`src/rtl/dma_regs_pkg.sv`:
```
// AXI DMA register offsets, control/clear values and the sequencer state
// encoding shared by the MM2S and S2MM channel controllers.
package dma_regs_pkg;

  localparam logic [9:0]  CR_ADDR  = 10'h000;
  localparam logic [9:0]  SR_ADDR  = 10'h004;
  localparam logic [9:0]  SA_ADDR  = 10'h018;
  localparam logic [9:0]  MSB_ADDR = 10'h01C;
  localparam logic [9:0]  LEN_ADDR = 10'h028;

  // RS=1 with IOC_IrqEn=1; the clear value is write-1-to-clear of IOC_Irq
  localparam logic [31:0] CR_VAL   = 32'h0000_1001;
  localparam logic [31:0] CLR_VAL  = 32'h0000_1000;

  typedef enum logic [2:0] {
    IDLE,
    W_CR,
    W_SA,
    W_MSB,
    W_LEN,
    WAIT_IRQ,
    W_CLR
  } dma_state_e;

endpackage

```
`src/rtl/mm2s_ctrl.sv`:
```
// MM2S channel sequencer: programs CR, SA, SA_MSB and LENGTH through the
// AXI-Lite write master, then waits for IOC and clears it in SR.
//
// state    | meaning
// ---------+--------------------------------------------------------------
// IDLE     | waiting for start; inputs latched when start is accepted
// W_CR     | control write issued, waiting for lite_end
// W_SA     | source address write issued, waiting for lite_end
// W_MSB    | source address MSB write issued, waiting for lite_end
// W_LEN    | length write issued, waiting for lite_end
// WAIT_IRQ | transfer running, waiting for mm2s_introut
// W_CLR    | status clear write issued, waiting for lite_end
module mm2s_ctrl
  import dma_regs_pkg::*;
(
  input  logic        clk,
  input  logic        rst,
  input  logic        start,
  input  logic [31:0] SA_DATA,
  input  logic [31:0] MSB_DATA,
  input  logic [31:0] LENGTH_DATA,
  input  logic        mm2s_introut,
  input  logic        lite_end,
  output logic [31:0] lite_wdata,
  output logic [9:0]  lite_awaddr,
  output logic        lite_valid
);

  dma_state_e  state;
  logic [31:0] sa_q;
  logic [31:0] msb_q;
  logic [31:0] len_q;
  logic        irq_pend;

  always_ff @(posedge clk) begin
    if (rst) begin
      state       <= IDLE;
      sa_q        <= '0;
      msb_q       <= '0;
      len_q       <= '0;
      irq_pend    <= 1'b0;
      lite_wdata  <= '0;
      lite_awaddr <= '0;
      lite_valid  <= 1'b0;
    end else begin
      lite_valid <= 1'b0;

      // An interrupt during register programming must survive until W_LEN
      if ((state == W_CR || state == W_SA || state == W_MSB || state == W_LEN) &&
          mm2s_introut)
        irq_pend <= 1'b1;

      case (state)
        IDLE: begin
          if (start) begin
            sa_q        <= SA_DATA;
            msb_q       <= MSB_DATA;
            len_q       <= LENGTH_DATA;
            lite_awaddr <= CR_ADDR;
            lite_wdata  <= CR_VAL;
            lite_valid  <= 1'b1;
            state       <= W_CR;
          end
        end
        W_CR: begin
          if (lite_end) begin
            lite_awaddr <= SA_ADDR;
            lite_wdata  <= sa_q;
            lite_valid  <= 1'b1;
            state       <= W_SA;
          end
        end
        W_SA: begin
          if (lite_end) begin
            lite_awaddr <= MSB_ADDR;
            lite_wdata  <= msb_q;
            lite_valid  <= 1'b1;
            state       <= W_MSB;
          end
        end
        W_MSB: begin
          if (lite_end) begin
            lite_awaddr <= LEN_ADDR;
            lite_wdata  <= len_q;
            lite_valid  <= 1'b1;
            state       <= W_LEN;
          end
        end
        W_LEN: begin
          if (lite_end) begin
            if (irq_pend || mm2s_introut) begin
              lite_awaddr <= SR_ADDR;
              lite_wdata  <= CLR_VAL;
              lite_valid  <= 1'b1;
              state       <= W_CLR;
            end else begin
              state <= WAIT_IRQ;
            end
          end
        end
        WAIT_IRQ: begin
          if (mm2s_introut) begin
            lite_awaddr <= SR_ADDR;
            lite_wdata  <= CLR_VAL;
            lite_valid  <= 1'b1;
            state       <= W_CLR;
          end
        end
        W_CLR: begin
          if (lite_end) begin
            irq_pend <= 1'b0;
            state    <= IDLE;
          end
        end
        default: state <= IDLE;
      endcase
    end
  end

endmodule

```
`config.mk`:
```
export PLATFORM = sky130hd
export DESIGN_NAME = mm2s_ctrl
export DESIGN_NICKNAME = d
export VERILOG_FILES = /design/src/rtl/dma_regs_pkg.sv /design/src/rtl/mm2s_ctrl.sv
export SDC_FILE = /design/constraint.sdc
export NUM_CORES = 1
export LEC_CHECK = 0
export ABC_AREA = 1
export CELL_PAD_IN_SITES_DETAIL_PLACEMENT = 1
export CELL_PAD_IN_SITES_GLOBAL_PLACEMENT = 2
export CORE_MARGIN = 10
export CORE_UTILIZATION = 24
export CTS_CLUSTER_DIAMETER = 40
export DETAILED_ROUTE_END_ITERATION = 16
export GPL_TIMING_DRIVEN = 1
export HOLD_SLACK_MARGIN = 0.15
export PLACE_DENSITY = 0.78
export SKIP_CTS_REPAIR_TIMING = 1
export SYNTH_ARGS = -nofsm -noshare
export SYNTH_HDL_FRONTEND = slang
export SYNTH_SLANG_ARGS = --single-unit
```
`constraint.sdc`:
```
create_clock -name clk -period 1.4 [get_ports clk]
set_input_delay 0.28 -clock clk [delete_from_list [all_inputs] [get_ports clk]]
set_output_delay 0.28 -clock clk [all_outputs]
set_load 0.01 [all_outputs]
```
==> results of run 1 <==
-- per-layer routing --
metal  up-vias  wire length (um)  part of all wire [%]
met1      2999             11140                    44
met5         -                 0                     0
met4         0               324                   1.3
li1       3104                 -                     -
met3        23              1061                   4.2
met2       117             12850                    51
-- cells by family (layout without fill, tap and decap cells) --
logic type	count (synthesis)	in the layout	synth area share (%)
AND/OR/NAND/NOR	322	322	22.75
buffers and inverters	204	409	14.14
AO/OA/AOI/OAI	199	199	17.04
flip-flops	137	137	46.00
other	1	7	0.06290
-- power by group through the flow --
stage	combinational [mW]	clock, mW	sequential [mW]
2_1_floorplan	4.04	0	5.96
3_3_place_gp	7.54	0	5.89
3_5_place_dp	7.70	0	5.91
4_1_cts	7.74	5.11	5.84
5_1_grt	13.1	5.29	6.03
6_report	12.0	5.00	5.87
-- worst min-delay path by stage --
| stage | from | to | slack, ns | cells past startpoint |
|---|---|---|---|---|
| final | len_q[17] | len_q[17] | 0.44 | 2 |
| after global routing | msb_q[23] | msb_q[23] | 0.46 | 2 |
| after CTS | len_q[31] | len_q[31] | 0.44 | 2 |
| after detailed placement | msb_q[12] | msb_q[12] | 0.44 | 2 |
| after global placement | len_q[25] | len_q[25] | 0.43 | 2 |
| after floorplan | rst | state[0] | 0.35 | 1 |
-- synthesized netlist by cell type --
| master | instances | area (um^2) |
|---|---|---|
| o2111ai_1 | 1 | 8.760 |
| o22ai_1 | 1 | 6.260 |
| nand4_1 | 1 | 6.260 |
| a21oi_4 | 1 | 16.27 |
| o21ai_2 | 1 | 8.760 |
| o21ai_0 | 96 | 480.5 |
| a21oi_1 | 99 | 495.5 |
| nand2_2 | 2 | 12.51 |
| buf_4 | 6 | 45.04 |
| buf_2 | 26 | 130.1 |
| dfxtp_1 | 137 | 2743 |
| nor2_2 | 2 | 12.51 |
| clkbuf_1 | 23 | 86.33 |
| conb_1 | 1 | 3.750 |
| inv_2 | 2 | 7.510 |
| nand3_2 | 2 | 20.02 |
| buf_6 | 3 | 33.78 |
| nand2_1 | 151 | 566.8 |
| buf_1 | 2 | 7.510 |
| nor2_4 | 2 | 22.52 |
| nand3b_1 | 3 | 22.52 |
| nand3_1 | 75 | 375.4 |
| inv_1 | 142 | 533.0 |
| or2_2 | 1 | 6.260 |
| nor2_1 | 83 | 311.6 |
-- worst max-delay path, stage by stage, from the launching register on --
cell and delay [ns]:
dfxtp_4 0.36, nor2_4 0.22, nand3_2 0.15, o21ai_4 0.14
a21oi_4 0.12, buf_12 0.17, clkbuf_16 0.17, nor2_2 0.08
nor2_1 0.05
-- registers in the layout, summed over array words and instances, names as in the netlist --
| register | flops |
|---|---|
| state | 3 |
| irq_pend | 1 |
| len_q | 32 |
| lite_valid | 1 |
| lite_wdata | 32 |
| sa_q | 32 |
| msb_q | 32 |
| lite_awaddr | 4 |
-- layout make-up --
type	count	share of cell area, %
timing repair buffer	233	28.56
antenna	1	0.02361
clock inverter	10	1.818
tap	324	3.825
multi-input combinational	527	30.41
inverter	144	5.123
sequential	137	25.96
clock buffer	22	4.285
-- metrics by stage --
step           util (%)  power [mW]  setup slack, ns
2_1_floorplan         -       9.997          0.06534
3_3_place_gp      33.04       13.43          -0.3229
3_5_place_dp      33.04       13.62          -0.3684
4_1_cts           35.69       18.69          -0.2841
5_1_grt           43.44       24.40          -0.2293
6_report          43.45       22.87          -0.1673
==> flow_summary.toml, run 1 <==
[worst_setup_path]
cp-endpoint = "lite_wdata[9]"
path_class = "register to register"
critPathArrivalTime_ns = 1.88
rr_worst_depth = 8
crit_path_start_kind = "register"
ff2ff_setup_slack_ns = -0.17
endpoint_kind = "register"
rr_startpoint = "state[1]"
r2r-end = "lite_wdata[9]"
crit_fanout = 6
startpoint = "state[1]"
crit_required_ns = 1.72

[final_layout]
final_common_cell = "inv_1"
stdcell_count = 1398
drive_gt1_share_pct = 30.38
final_cell_mix = "139 x inv_1, 134 x dfxtp_1, 133 x nand2_1"
area_delta_synth_final_pct = 77.78
layout.nets = 1161
ff_latch_area_um2 = 2751
multi_input_area_um2 = 3223
fill_cells = 2859
postLayoutCellArea_um2 = 10600

[sta]
fin_crit_ns = 1.567
finalCritPeriodShare_pct = 112.0
fmax_mhz = 638.0
hold_violations = 0
setup_ws_ns = -0.1673
slew_viol_final = 0
hold-worst-slack_ns = 0.4401
setup_tns_ns = -9.652
grt_setup_unrepaired = "yes"
setup_viol = 134
fin_worst_skew_ns = 0.01010

[floorplan]
dieArea_um2 = 31550
core_um2 = 24390
start_util_pct = 24.44
fp.dieW_um = 177.6
chipHeight_um = 177.6
ios = 144
fp-row-count = 57

[placed_design]
routabilityCongestion = 0.7617
dpl.cell_count = 1314
placed_area_um2 = 8058
hpwl_um = 14350
portBuffers = 137

[synthesis]
synth_area_um2 = 5962
synth.avg_cell_area_um2 = 6.908
ys_warn_count = 0
synth-seq-cells = 137
synth_cells = 863
yosys.cell_types.count = 25
yosysSeqAreaShare_pct = 46.00

[power]
power.internal_mw = 14.23
leakage_nw = 5.021
p_sw_mw = 8.639
seq_power_share_pct = 25.7
peakVddDrop_uv = 781.3
swShare_pct = 37.78
clockPowerShare_pct = 21.9
pwr-share-comb_pct = 52.5
power_density_nw_per_um2 = 2157

[clock_tree]
cts_buffers = 17
cts_root_buf = "clkbuf_16"
clock_sinks = 137
path_clk_slew_ns = 0.06
clock_latency_ns = 0.42
clk_path_buf_depth = 2
cts_tree = "done"
htree_levels = 4

[detailed_routing]
drc_errors = 0
vias_per_cell = 4.466
wl_um = 25370
antenna_left = 0
wl_per_cell_um = 18.15
first_pass_iters = 5
drtIter0Drc = 272
vias = 6243

[grt]
grt_max_degree = 51
antenna_found_initial = 1
grtUsageMet3_pct = 4.037
grt_pass1_wl_um = 31730
grtUsageMet1_pct = 15.37
top_usage_layer = "met2"
grt-ovfl-total = 0
grt_pass1_vias = 6038
met2_usage_pct = 21.38
grt.total_usage_pct = 12.74

[run_status]
status = "complete, but fails checks"
violations = "negative setup slack"

[min_path]
min_path_type = "register to register"

[run]
maxCapViolCount = 0
Power figures use the tool's default switching activity.
==> run 2: changes to the inputs <==
Settings changed: CORE_MARGIN 10 to unset.
==> run 2 against run 1 <==
  * The run still ends with negative setup slack left
  * Count of clock-buffer cells in the layout shrank 2
  * Non-clock buffer count shrank 8
  * Sequential share of layout area grew 0.52 points
  * Cell count shrank 0.64%
  * Via count shrank 0.51%
  * Critical path type unchanged
  * Largest cell class unchanged
  * Total power is essentially flat
  * Register-to-register slack lost 0.09 ns
  * Highest routed layer unchanged
==> flow_summary.toml, run 2 (synthesis gave the netlist of run 1 again) <==
[run_status]
status = "complete, but fails checks"
violations = "negative setup slack"

[detailed_routing]
wl_um = 24300
drc_errors = 0
drtIter0Drc = 286
antenna_left = 0
vias = 6211
wl_per_cell_um = 17.49
first_pass_iters = 4
vias_per_cell = 4.472

[floorplan]
core_um2 = 24320
ios = 144
chipHeight_um = 159.6
fp.dieW_um = 159.6
start_util_pct = 24.52
dieArea_um2 = 25480
fp-row-count = 57

[clock_tree]
cts_buffers = 17
cts_tree = "done"
cts_root_buf = "clkbuf_16"
clk_path_buf_depth = 2
clock_sinks = 137
clock_latency_ns = 0.42
htree_levels = 4
path_clk_slew_ns = 0.06

[power]
peakVddDrop_uv = 688.0
p_sw_mw = 8.893
power_density_nw_per_um2 = 2200
pwr-share-comb_pct = 53.5
leakage_nw = 4.813
seq_power_share_pct = 25.8
swShare_pct = 38.91
clockPowerShare_pct = 20.7
fin_total_pwr_mw = 22.85
power.internal_mw = 13.96

[final_layout]
layout.nets = 1154
ff_latch_area_um2 = 2750
final_cell_mix = "143 x nand2_1, 140 x inv_1, 135 x dfxtp_1"
fin_util_pct = 42.71
diodes = 0
final_common_cell = "nand2_1"
multi_input_area_um2 = 3209
area_delta_synth_final_pct = 74.23
drive_gt1_share_pct = 26.57
stdcell_count = 1389
fill_cells = 2798

[grt]
grt.total_usage_pct = 14.68
grt_pass1_wl_um = 29420
grt_max_degree = 73
grt-ovfl-total = 0
grt_pass1_vias = 5642
antenna_found_initial = 0

[sta]
finalCritPeriodShare_pct = 118.0
setup_viol = 133
fmax_mhz = 605.1
hold_violations = 0
fin_crit_ns = 1.653
grt_setup_unrepaired = "yes"
fin_worst_skew_ns = 0.007566
hold-worst-slack_ns = 0.4434
setup_ws_ns = -0.2525
slew_viol_final = 0

[run]
maxCapViolCount = 0

[placed_design]
pre_cts_ws_ns = -0.3570
routabilityCongestion = 0.7539
dpl.cell_count = 1313
hpwl_um = 12400
portBuffers = 137

[min_path]
min_path_type = "register to register"

[worst_setup_path]
endpoint_kind = "register"
crit_fanout = 6
crit_path_start_kind = "register"
crit_required_ns = 1.75
path_class = "register to register"
critPathArrivalTime_ns = 2.00
-- run 2: power groups by stage --
stage / clock network [mW] / registers [mW] / logic (mW)
floorplan: 0 / 5.96 / 4.04
global placement: 0 / 5.94 / 7.29
detailed placement: 0 / 5.96 / 7.44
CTS: 4.83 / 5.88 / 7.48
global route: 5.01 / 6.04 / 13.2
finish: 4.73 / 5.89 / 12.2
-- run 2: area by class of cell --
type,count,area share (%)
Clock buffer,20,4.493
Clock inverter,11,1.409
Inverter,144,5.264
Multi-Input combinational cell,528,30.90
Sequential cell,137,26.48
Tap cell,324,3.903
Timing Repair Buffer,225,27.56
-- run 2: through the flow --
step,cell area (um^2),TNS [ns]
6_report,10390,-16.68
5_1_grt,10390,-27.47
4_1_cts,8600,-15.30
3_5_place_dp,7986,-29.21
3_3_place_gp,7986,-29.80
2_1_floorplan,5981,0
-- run 2: worst paths after layout --
check,to,slack [ns],startpoint,depth (start not counted)
min,len_q[10],0.44,len_q[10],2
max,lite_wdata[27],-0.25,state[1],8
min reg2reg,len_q[10],0.44,len_q[10],2
max reg2reg,lite_wdata[27],-0.25,state[1],8
-- run 2: worst max-delay path, stage by stage, from the launching register on --
cell	delay, ns
dfxtp_4	0.36
nor2_4	0.24
buf_6	0.15
o21ai_4	0.07
a21oi_4	0.23
buf_6	0.18
clkbuf_16	0.17
nor2_2	0.04
nor2_1	0.13
-- run 2: metal layers --
layer / share of wire [%] / wire length [um] / GRT usage [%]
met1: 43 / 10530 / 18.63
met3: 4.1 / 1006 / 4.052
met5: 0 / 0 / 0
met2: 51 / 12420 / 23.94
met4: 1.4 / 342 / 4.808
